$ cat src/rtl/pong_frame_renderer.sv
// Pong frame renderer: VGA timing, once-per-frame game-state snapshot, 2-stage pixel pipeline.
// Optional score bars on rows 4..11 are compiled in when SCORE_BARS_EN is defined.
module pong_frame_renderer #(
   parameter int H_VIS   = 640,
   parameter int H_FP    = 16,
   parameter int H_SYNC  = 96,
   parameter int H_BP    = 48,
   parameter int V_VIS   = 480,
   parameter int V_FP    = 10,
   parameter int V_SYNC  = 2,
   parameter int V_BP    = 33,
   parameter int P1_X    = 16,
   parameter int P2_X    = 616,
   parameter int PAD_W   = 8,
   parameter int BALL_SZ = 8,
   parameter int WALL_W  = 8
) (
   input  logic        clk,
   input  logic        rst,
   input  logic [10:0] p1_y,
   input  logic [10:0] p2_y,
   input  logic [10:0] ball_x,
   input  logic [10:0] ball_y,
   input  logic [5:0]  p1_score,
   input  logic [5:0]  p2_score,
   input  logic [1:0]  mode,
   input  logic        bat_size,
   output logic        hsync,
   output logic        vsync,
   output logic [11:0] rgb,
   output logic        video_on,
   output logic        frame_tick
);

   localparam int H_TOTAL = H_VIS + H_FP + H_SYNC + H_BP;
   localparam int V_TOTAL = V_VIS + V_FP + V_SYNC + V_BP;

   localparam logic [10:0] H_LAST  = 11'(H_TOTAL - 1);
   localparam logic [10:0] V_LAST  = 11'(V_TOTAL - 1);
   localparam logic [10:0] H_VIS_C = 11'(H_VIS);
   localparam logic [10:0] V_VIS_C = 11'(V_VIS);
   localparam logic [10:0] HS_BEG  = 11'(H_VIS + H_FP);
   localparam logic [10:0] HS_END  = 11'(H_VIS + H_FP + H_SYNC);
   localparam logic [10:0] VS_BEG  = 11'(V_VIS + V_FP);
   localparam logic [10:0] VS_END  = 11'(V_VIS + V_FP + V_SYNC);

   localparam logic [11:0] P1_X_C   = 12'(P1_X);
   localparam logic [11:0] P2_X_C   = 12'(P2_X);
   localparam logic [11:0] PAD_W_C  = 12'(PAD_W);
   localparam logic [11:0] BALL_C   = 12'(BALL_SZ);
   localparam logic [11:0] WALL_X_C = 12'(H_VIS - WALL_W);
   localparam logic [11:0] NET_L_C  = 12'(H_VIS / 2 - 1);
   localparam logic [11:0] NET_R_C  = 12'(H_VIS / 2);
   localparam logic [11:0] BAR2_END = 12'(H_VIS - 8);

   localparam logic [11:0] C_BALL = 12'hFF0;
   localparam logic [11:0] C_PAD  = 12'hFFF;
   localparam logic [11:0] C_WALL = 12'h00F;
   localparam logic [11:0] C_NET  = 12'h888;
   localparam logic [11:0] C_BAR1 = 12'hF00;
   localparam logic [11:0] C_BAR2 = 12'h0F0;
   localparam logic [11:0] C_BG   = 12'h000;

   // Widened to 12 bits so lo+len cannot wrap for objects near row 2047.
   function automatic logic in_span(input logic [11:0] pos, input logic [11:0] lo,
                                    input logic [11:0] len);
      return (pos >= lo) && (pos < lo + len);
   endfunction

   function automatic logic [11:0] pick_colour(input logic vis, input logic ball,
                                               input logic pad, input logic bar1,
                                               input logic bar2, input logic wall,
                                               input logic net);
      logic [11:0] c;
      c = C_BG;
      if (!vis)      c = C_BG;
      else if (ball) c = C_BALL;
      else if (bar1) c = C_BAR1;
      else if (bar2) c = C_BAR2;
      else if (pad)  c = C_PAD;
      else if (wall) c = C_WALL;
      else if (net)  c = C_NET;
      return c;
   endfunction

   logic [10:0] h_cnt_q, h_cnt_d, v_cnt_q, v_cnt_d;
   logic        vld_p0, hs_n_p0, vs_n_p0, snap_p0;
   logic        frame_tick_q, frame_tick_d;

   logic [10:0] p1_y_sh_q, p1_y_sh_d, p2_y_sh_q, p2_y_sh_d;
   logic [10:0] ball_x_sh_q, ball_x_sh_d, ball_y_sh_q, ball_y_sh_d;
   logic [1:0]  mode_sh_q, mode_sh_d;
   logic        bat_sh_q, bat_sh_d;
`ifdef SCORE_BARS_EN
   logic [5:0]  p1_score_sh_q, p1_score_sh_d, p2_score_sh_q, p2_score_sh_d;
`else
   logic        score_unused;
   assign score_unused = ^{p1_score, p2_score};
`endif

   logic        vld_p1_q, vld_p1_d, hs_n_p1_q, hs_n_p1_d, vs_n_p1_q, vs_n_p1_d;
   logic        ball_hit_p1_q, ball_hit_p1_d, pad_hit_p1_q, pad_hit_p1_d;
   logic        wall_hit_p1_q, wall_hit_p1_d, net_hit_p1_q, net_hit_p1_d;
   logic        bar1_hit_p1_q, bar1_hit_p1_d, bar2_hit_p1_q, bar2_hit_p1_d;

   logic [11:0] rgb_p2_q, rgb_p2_d;
   logic        vld_p2_q, vld_p2_d, hsync_p2_q, hsync_p2_d, vsync_p2_q, vsync_p2_d;

   logic [11:0] h12, v12, bat_len;
   logic [11:0] bar2_len;

   // Stage 0: raster counters, sync windows and the vblank snapshot strobe
   always_comb begin
      h_cnt_d = h_cnt_q + 11'd1;
      v_cnt_d = v_cnt_q;
      if (h_cnt_q == H_LAST) begin
         h_cnt_d = '0;
         v_cnt_d = (v_cnt_q == V_LAST) ? '0 : v_cnt_q + 11'd1;
      end
      vld_p0  = (h_cnt_q < H_VIS_C) && (v_cnt_q < V_VIS_C);
      hs_n_p0 = !((h_cnt_q >= HS_BEG) && (h_cnt_q < HS_END));
      vs_n_p0 = !((v_cnt_q >= VS_BEG) && (v_cnt_q < VS_END));
      snap_p0 = (h_cnt_q == '0) && (v_cnt_q == V_VIS_C);
      frame_tick_d = snap_p0;
   end

   always_comb begin
      p1_y_sh_d   = snap_p0 ? p1_y     : p1_y_sh_q;
      p2_y_sh_d   = snap_p0 ? p2_y     : p2_y_sh_q;
      ball_x_sh_d = snap_p0 ? ball_x   : ball_x_sh_q;
      ball_y_sh_d = snap_p0 ? ball_y   : ball_y_sh_q;
      mode_sh_d   = snap_p0 ? mode     : mode_sh_q;
      bat_sh_d    = snap_p0 ? bat_size : bat_sh_q;
`ifdef SCORE_BARS_EN
      p1_score_sh_d = snap_p0 ? p1_score : p1_score_sh_q;
      p2_score_sh_d = snap_p0 ? p2_score : p2_score_sh_q;
`endif
   end

   // Stage 1: hit tests against the shadowed game state
   always_comb begin
      h12     = {1'b0, h_cnt_q};
      v12     = {1'b0, v_cnt_q};
      bat_len = bat_sh_q ? 12'd96 : 12'd48;
      vld_p1_d  = vld_p0;
      hs_n_p1_d = hs_n_p0;
      vs_n_p1_d = vs_n_p0;
      ball_hit_p1_d = in_span(h12, {1'b0, ball_x_sh_q}, BALL_C) &&
                      in_span(v12, {1'b0, ball_y_sh_q}, BALL_C);
      pad_hit_p1_d  = (in_span(h12, P1_X_C, PAD_W_C) &&
                       in_span(v12, {1'b0, p1_y_sh_q}, bat_len)) ||
                      (!mode_sh_q[1] && in_span(h12, P2_X_C, PAD_W_C) &&
                       in_span(v12, {1'b0, p2_y_sh_q}, bat_len));
      wall_hit_p1_d = mode_sh_q[1] && (h12 >= WALL_X_C);
      net_hit_p1_d  = !mode_sh_q[1] && (h12 >= NET_L_C) && (h12 <= NET_R_C) && !v_cnt_q[4];
      bar1_hit_p1_d = 1'b0;
      bar2_hit_p1_d = 1'b0;
      bar2_len      = '0;
`ifdef SCORE_BARS_EN
      bar2_len = {4'b0, p2_score_sh_q, 2'b00};
      if ((v12 >= 12'd4) && (v12 < 12'd12)) begin
         bar1_hit_p1_d = in_span(h12, 12'd8, {4'b0, p1_score_sh_q, 2'b00});
         bar2_hit_p1_d = in_span(h12, BAR2_END - bar2_len, bar2_len);
      end
`endif
   end

   // Stage 2: colour resolve, with syncs and video_on delayed to match
   always_comb begin
      rgb_p2_d   = pick_colour(vld_p1_q, ball_hit_p1_q, pad_hit_p1_q, bar1_hit_p1_q,
                               bar2_hit_p1_q, wall_hit_p1_q, net_hit_p1_q);
      vld_p2_d   = vld_p1_q;
      hsync_p2_d = hs_n_p1_q;
      vsync_p2_d = vs_n_p1_q;
   end

   always_ff @(posedge clk) begin
      if (rst) begin
         h_cnt_q       <= '0;
         v_cnt_q       <= '0;
         frame_tick_q  <= 1'b0;
         p1_y_sh_q     <= '0;
         p2_y_sh_q     <= '0;
         ball_x_sh_q   <= '0;
         ball_y_sh_q   <= '0;
         mode_sh_q     <= '0;
         bat_sh_q      <= 1'b0;
`ifdef SCORE_BARS_EN
         p1_score_sh_q <= '0;
         p2_score_sh_q <= '0;
`endif
         vld_p1_q      <= 1'b0;
         hs_n_p1_q     <= 1'b1;
         vs_n_p1_q     <= 1'b1;
         ball_hit_p1_q <= 1'b0;
         pad_hit_p1_q  <= 1'b0;
         wall_hit_p1_q <= 1'b0;
         net_hit_p1_q  <= 1'b0;
         bar1_hit_p1_q <= 1'b0;
         bar2_hit_p1_q <= 1'b0;
         rgb_p2_q      <= '0;
         vld_p2_q      <= 1'b0;
         hsync_p2_q    <= 1'b1;
         vsync_p2_q    <= 1'b1;
      end else begin
         h_cnt_q       <= h_cnt_d;
         v_cnt_q       <= v_cnt_d;
         frame_tick_q  <= frame_tick_d;
         p1_y_sh_q     <= p1_y_sh_d;
         p2_y_sh_q     <= p2_y_sh_d;
         ball_x_sh_q   <= ball_x_sh_d;
         ball_y_sh_q   <= ball_y_sh_d;
         mode_sh_q     <= mode_sh_d;
         bat_sh_q      <= bat_sh_d;
`ifdef SCORE_BARS_EN
         p1_score_sh_q <= p1_score_sh_d;
         p2_score_sh_q <= p2_score_sh_d;
`endif
         vld_p1_q      <= vld_p1_d;
         hs_n_p1_q     <= hs_n_p1_d;
         vs_n_p1_q     <= vs_n_p1_d;
         ball_hit_p1_q <= ball_hit_p1_d;
         pad_hit_p1_q  <= pad_hit_p1_d;
         wall_hit_p1_q <= wall_hit_p1_d;
         net_hit_p1_q  <= net_hit_p1_d;
         bar1_hit_p1_q <= bar1_hit_p1_d;
         bar2_hit_p1_q <= bar2_hit_p1_d;
         rgb_p2_q      <= rgb_p2_d;
         vld_p2_q      <= vld_p2_d;
         hsync_p2_q    <= hsync_p2_d;
         vsync_p2_q    <= vsync_p2_d;
      end
   end

   assign hsync      = hsync_p2_q;
   assign vsync      = vsync_p2_q;
   assign rgb        = rgb_p2_q;
   assign video_on   = vld_p2_q;
   assign frame_tick = frame_tick_q;

endmodule

$ cat config.mk
export PLATFORM = sky130hd
export DESIGN_NAME = pong_frame_renderer
export DESIGN_NICKNAME = d
export VERILOG_FILES = /design/src/rtl/pong_frame_renderer.sv
export SDC_FILE = /design/constraint.sdc
export NUM_CORES = 1
export LEC_CHECK = 0
export ABC_CLOCK_PERIOD_IN_PS = 2600
export BUFFER_PORTS_ARGS = -buffer_cell sky130_fd_sc_hd__buf_2
export CAP_MARGIN = 10
export CORE_ASPECT_RATIO = 0.5
export CORE_MARGIN = 2
export CORE_UTILIZATION = 25
export DETAILED_ROUTE_END_ITERATION = 6
export HOLD_SLACK_MARGIN = 0.03
export SLEW_MARGIN = 25
export SYNTH_ARGS = -nofsm -noshare
export SYNTH_HDL_FRONTEND = slang
export SYNTH_SLANG_ARGS = --single-unit
$ cat constraint.sdc
create_clock -name clk -period 2.6 [get_ports clk]
set_input_delay 0.39 -clock clk [delete_from_list [all_inputs] [get_ports clk]]
set_output_delay 0.39 -clock clk [all_outputs]
set_load 0.03 [all_outputs]
==> results of run 1 <==
==> flip-flops by register name, indices dropped and copies added, names as in the netlist, 4 cells and up <==
register	flops
rgb	4
ball_x_sh_q	11
h_cnt_q	11
ball_y_sh_q	11
p1_y_sh_q	11
v_cnt_q	11
p2_y_sh_q	11
==> cell type report <==
| class | count | area share, % |
|---|---|---|
| repair buffers | 78 | 6.89 |
| clock buffers | 11 | 3.96 |
| well taps | 300 | 5.87 |
| clock inverters | 4 | 0.411 |
| inverters | 57 | 3.35 |
| multi-input cells | 504 | 53.5 |
| flip-flops and latches | 83 | 26.0 |
==> metal layers <==
metal  up-vias  global-route usage [%]  share of wire (%)
met5         -                       0                  0
met4         0                    3.95                1.4
met3        18                    2.58                3.3
met2        67                    20.7                 47
met1      2289                    15.7                 48
li1       2467                       -                  -
==> power groups by stage <==
stage          registers (uW)  clock network [uW]  logic [uW]
6_report                 1290                1210         127
3_5_place_dp             1320                   0         127
3_3_place_gp             1320                   0         125
2_1_floorplan            1320                   0        69.0
4_1_cts                  1290                1250         128
5_1_grt                  1290                1300         141
==> path summary, 6_finish.rpt <==
check / slack [ps] / cells past startpoint / end
worst max-delay path: 200 / 11 / pad_hit_p1_q
worst min-delay path: 280 / 3 / p2_y_sh_q[10]
worst max register to register: 200 / 11 / pad_hit_p1_q
worst min register to register: 410 / 1 / hsync
==> critical path, stage by stage (launching register included) <==
cell and delay (ps):
dfxtp_1 390, inv_1 100, ha_1 210, o21a_1 190, nor2_2 160, xnor2_1 140, ha_1 280, a21oi_1 140
o21ai_0 110, o2111ai_1 210, a21oi_1 110, o31ai_1 260
==> cell usage after synthesis, types with 3 or more instances <==
| cell | count | share of area [%] |
|---|---|---|
| nand3_1 | 22 | 2.0 |
| nand2_1 | 110 | 7.6 |
| a211oi_1 | 6 | 0.83 |
| xnor2_1 | 28 | 4.5 |
| o2111ai_1 | 5 | 0.80 |
| xor2_1 | 7 | 1.1 |
| o21a_1 | 3 | 0.41 |
| or2_2 | 3 | 0.34 |
| o21ai_0 | 19 | 1.7 |
| a211o_1 | 3 | 0.48 |
| nand4_1 | 10 | 1.1 |
| nor2b_1 | 8 | 0.92 |
| nand2b_1 | 5 | 0.57 |
| a21o_1 | 14 | 1.9 |
| a31oi_1 | 6 | 0.69 |
| and3_1 | 3 | 0.34 |
| inv_1 | 57 | 3.9 |
| nor3_1 | 4 | 0.37 |
| nor4_1 | 10 | 1.1 |
| buf_4 | 12 | 1.7 |
| nor2_1 | 38 | 2.6 |
| ha_1 | 86 | 20 |
| a21oi_1 | 74 | 6.8 |
| dfxtp_1 | 83 | 31 |
| or3_1 | 5 | 0.57 |
| o31ai_1 | 4 | 0.55 |
| o211ai_1 | 7 | 0.97 |
| clkbuf_1 | 10 | 0.69 |
==> cell families (layout without fill, tap and decap cells) <==
logic type / count (synthesis) / in the layout
XOR/XNOR: 35 / 35
flip-flops: 83 / 83
AO/OA/AOI/OAI: 149 / 149
adder cells (fa/ha/maj): 86 / 86
AND/OR/NAND/NOR: 234 / 234
buffers and inverters: 82 / 150
==> metrics by stage <==
stage / cell area [um2] / hold WS (ps) / instances / setup TNS [ps] / utilization, %
after floorplan: 5440 / 389 / 669 / 0 / -
after global placement: 6110 / 403 / 1022 / 0 / 28.4
after detailed placement: 6110 / 410 / 1022 / 0 / 28.4
after CTS: 6390 / 264 / 1037 / 0 / 29.7
after global routing: 6390 / 285 / 1037 / -26.1 / 29.7
final: 6390 / 281 / 1037 / 0 / 29.7
==> results_dict.tcl, run 1 <==
set metrics [dict create \
    synth_cells 669 \
    syn-num-nets 816 \
    io_buffers 63 \
    area_delta_synth_final_pct 17.4 \
    synth_compound_area_share_pct 16.4 \
    fillers 2310 \
    ys_types 47 \
    critPathCaptureType "flop" \
    post_drt_wl_per_cell_um 13.0 \
    ctsHoldBuffers 0 \
    synthMuxAreaShare_pct 0 \
    via_per_inst 4.67 \
    drt_wl_total_um 13400 \
    numCtsBuffers 9 \
    die_w_um 213 \
    syn-cell-area_um2 5440 \
    hold_class "input pin to flop" \
    gp_congestion 0.848 \
    pwr-share-comb_pct 4.8 \
    total_power_uw 2630 \
    synthSimpleGateAreaFrac_pct 20.9 \
    ant_nets 0 \
    synth_edf_count 0 \
    final_cell_mix "nand2_1 (110), ha_1 (86), dfxtp_1 (83)" \
    cts_num_sinks 83 \
    drc 0 \
    swShare_pct 22.8 \
    drtIter0Drc 218 \
    fmax_ghz 0.416 \
    synthAdderAreaFrac_pct 19.8 \
    ys_seq_area_share_pct 30.5 \
    maxCapViolations 0 \
    start_util_pct 25.3 \
    ys_ff_latch 83 \
    multi_input_area_um2 3420 \
    yosys.area_share.xor_xnor_pct 5.63 \
    nets 880 \
    vdd_drop_max_v 0.000212 \
    slew_viol_final 0 \
    dp_slack_ps 169 \
    layout-drive-gt1-share_pct 14.2 \
    synth_top_family_by_area "simple AND/OR/NAND/NOR gates" \
    outcome "finished clean" \
    die_h_um 108 \
    dp_hpwl_um 10500 \
    crit_type "flop to flop" \
    grt_pass1_wl_um 22300 \
    cts_tree "yes" \
    io_pins 77 \
    cts-resized-gates 0 \
    diodes 0 \
    hp-start "p2_y[10]" \
    track_usage_pct 12.3 \
    cp.required_ps 2850 \
    post-route-min-period_ps 2400 \
    drt_first_pass_iters 4 \
    clk_latency_ps 340 \
    clock_skew_ps 8.00 \
    clkPwrFrac_pct 46.0 \
    p_sw_uw 600 \
    htreeDepth 3 \
    mostFrequentLayoutCell "nand2_1" \
    seq_area_um2 1660 \
    vias 4841 \
    core_um2 21500 \
    synth_flop_cell "dfxtp_1" \
    p_leak_uw 0.00259 \
    crit-reg2reg-launch "bat_sh_q" \
    min_period_over_period_pct 92.5 \
    grt_max_degree 36 \
    critPathArrivalTime_ps 2650 \
    grt_remaining_overflow 0 \
    cts-root-buf "clkbuf_16" \
    async_flop_share_pct 0 \
    hold_violations 0 \
    setup_viol 0 \
    antenna_found_initial 0 \
    tightest_slew_ps 676 \
    path_clk_slew_ps 60 \
    die_area_um2 23000 \
    crit_path_start "bat_sh_q" \
    avgSynthCellArea_um2 8.14 \
    pwr-share-seq_pct 49.2 \
    path_max_fanout 4 \
    finalWorstSetupSlack_ps 195 \
    start_kind "flop" \
    p_int_uw 2030 \
    grt_pass1_vias 4613 \
    clockBufferDepth 2 \
    rows 38 \
    p_per_area_nw_per_um2 411 \
    relSlewSlack_pct 54.9 \
    ys.warnings.count 0 \
    cts_setup_buffers 0 \
]
Note: power is estimated with default switching activity, not from simulation.
==> run 2, diff against run 1 <==
- RECOVER_POWER: default -> 25
==> run 2 against run 1 <==
  * The run now ends with capacitance limit, slew limit left
  * First-iteration DRC count decreased by 10%
  * Highest routed layer unchanged
  * Worst hold slack about the same
  * Register-to-register slack about the same
  * Critical endpoint unchanged
==> results_dict.tcl, run 2 (same netlist as run 1, synthesis figures left out) <==
set metrics [dict create \
    diodes 0 \
    cts_num_sinks 83 \
    rows 38 \
    drt_first_pass_iters 4 \
    numCtsBuffers 9 \
    outcome "finished with violations" \
    die_h_um 108 \
    gp_congestion 0.848 \
    path_max_fanout 4 \
    nets 880 \
    ctsHoldBuffers 0 \
    core_um2 21500 \
    maxCapViolations 1 \
    layout-drive-gt1-share_pct 12.2 \
    top_layer_used "met4" \
    drt_wl_total_um 13400 \
    cts-resized-gates 0 \
    tightest_slew_ps 1590 \
    ant_nets 0 \
    die_w_um 213 \
    violations "capacitance limit, slew limit" \
    clockBufferDepth 2 \
    die_area_um2 23000 \
    grt_pass1_vias 4613 \
    grt_max_degree 36 \
    fillers 2317 \
    clock_skew_ps 8.23 \
    area_delta_synth_final_pct 17.0 \
    critPathCaptureType "flop" \
    min_period_over_period_pct 92.6 \
    path_clk_slew_ps 60 \
    via_per_inst 4.66 \
    fmax_ghz 0.415 \
    final_cell_mix "nand2_1 (110), ha_1 (86), dfxtp_1 (83)" \
    track_usage_pct 12.3 \
    grt_remaining_overflow 0 \
    start_kind "flop" \
    slew_viol_final 36 \
    finalWorstSetupSlack_ps 191 \
    setup_viol 0 \
    cts_tree "yes" \
    vdd_drop_max_v 0.000212 \
    dp_slack_ps 169 \
    hold_violations 0 \
    p_leak_uw 0.00253 \
    dp.cells 1022 \
    grt_pass1_wl_um 22300 \
    htreeDepth 3 \
    io_buffers 63 \
    drc 0 \
    m1WireLength_um 6410 \
    post_drt_wl_per_cell_um 13.0 \
    wl_met3_um 506 \
    drtIter0Drc 196 \
    final.setup.tns_ps 0 \
    holdWs_ps 281 \
    dp_hpwl_um 10500 \
    p_per_area_nw_per_um2 412 \
    vias 4830 \
    start_util_pct 25.3 \
    clk_latency_ps 340 \
    critPathArrivalTime_ps 2650 \
    mostFrequentLayoutCell "nand2_1" \
    post-route-min-period_ps 2410 \
    final_util_pct 29.6 \
    io_pins 77 \
    instances_no_fill 1037 \
    cts-root-buf "clkbuf_16" \
    antenna_found_initial 0 \
    crit_type "flop to flop" \
    hold_class "input pin to flop" \
    relSlewSlack_pct -5.75 \
    cp.required_ps 2850 \
    wl_met2_um 6330 \
    cts_setup_buffers 0 \
]
==> run 2: path summary, 6_finish.rpt <==
check / startpoint / endpoint / slack, ps / cells after the start
worst max-delay path: bat_sh_q / pad_hit_p1_q / 190 / 11
worst min-delay path: p2_y[10] / p2_y_sh_q[10] / 280 / 3
worst max register to register: bat_sh_q / pad_hit_p1_q / 190 / 11
worst min register to register: hs_n_p1_q / hsync / 410 / 1
==> run 2: worst max-delay path, stage by stage, from the launching register on <==
cell,delay [ps]
dfxtp_1,390
inv_1,100
ha_1,210
o21a_1,190
nor2_2,160
xnor2_1,140
ha_1,280
a21oi_1,140
o21ai_0,110
o2111ai_1,210
a21oi_1,110
o31ai_1,260
==> run 2: metal layers <==
layer	vias up	global-route usage, %
met5	-	0
met2	66	20.7
met4	0	3.95
li1	2470	-
met1	2276	15.7
met3	18	2.58
==> run 2: where the power goes <==
part	leakage [uW]	internal (uW)	switching, uW	total (uW)
clock	0.000137	692	515	1210
sequential	0.000670	1280	11.9	1290
combinational	0.00172	52.2	71.7	124
==> run 2: area by class of cell <==
cell class,instances,area [um2],area share (%)
inverter,57,214,3.36
clock buffer,11,253,3.97
timing repair buffer,78,419,6.58
multi-input combinational,504,3420,53.7
sequential,83,1660,26.1
clock inverter,4,26.3,0.413
tap,300,375,5.89
==> run 2: per-stage QoR <==
| stage | area [um2] | total power (uW) |
|---|---|---|
| 3_5_place_dp | 6110 | 1450 |
| 3_3_place_gp | 6110 | 1450 |
| 5_1_grt | 6370 | 2740 |
| 2_1_floorplan | 5440 | 1390 |
| 6_report | 6370 | 2620 |
| 4_1_cts | 6390 | 2670 |
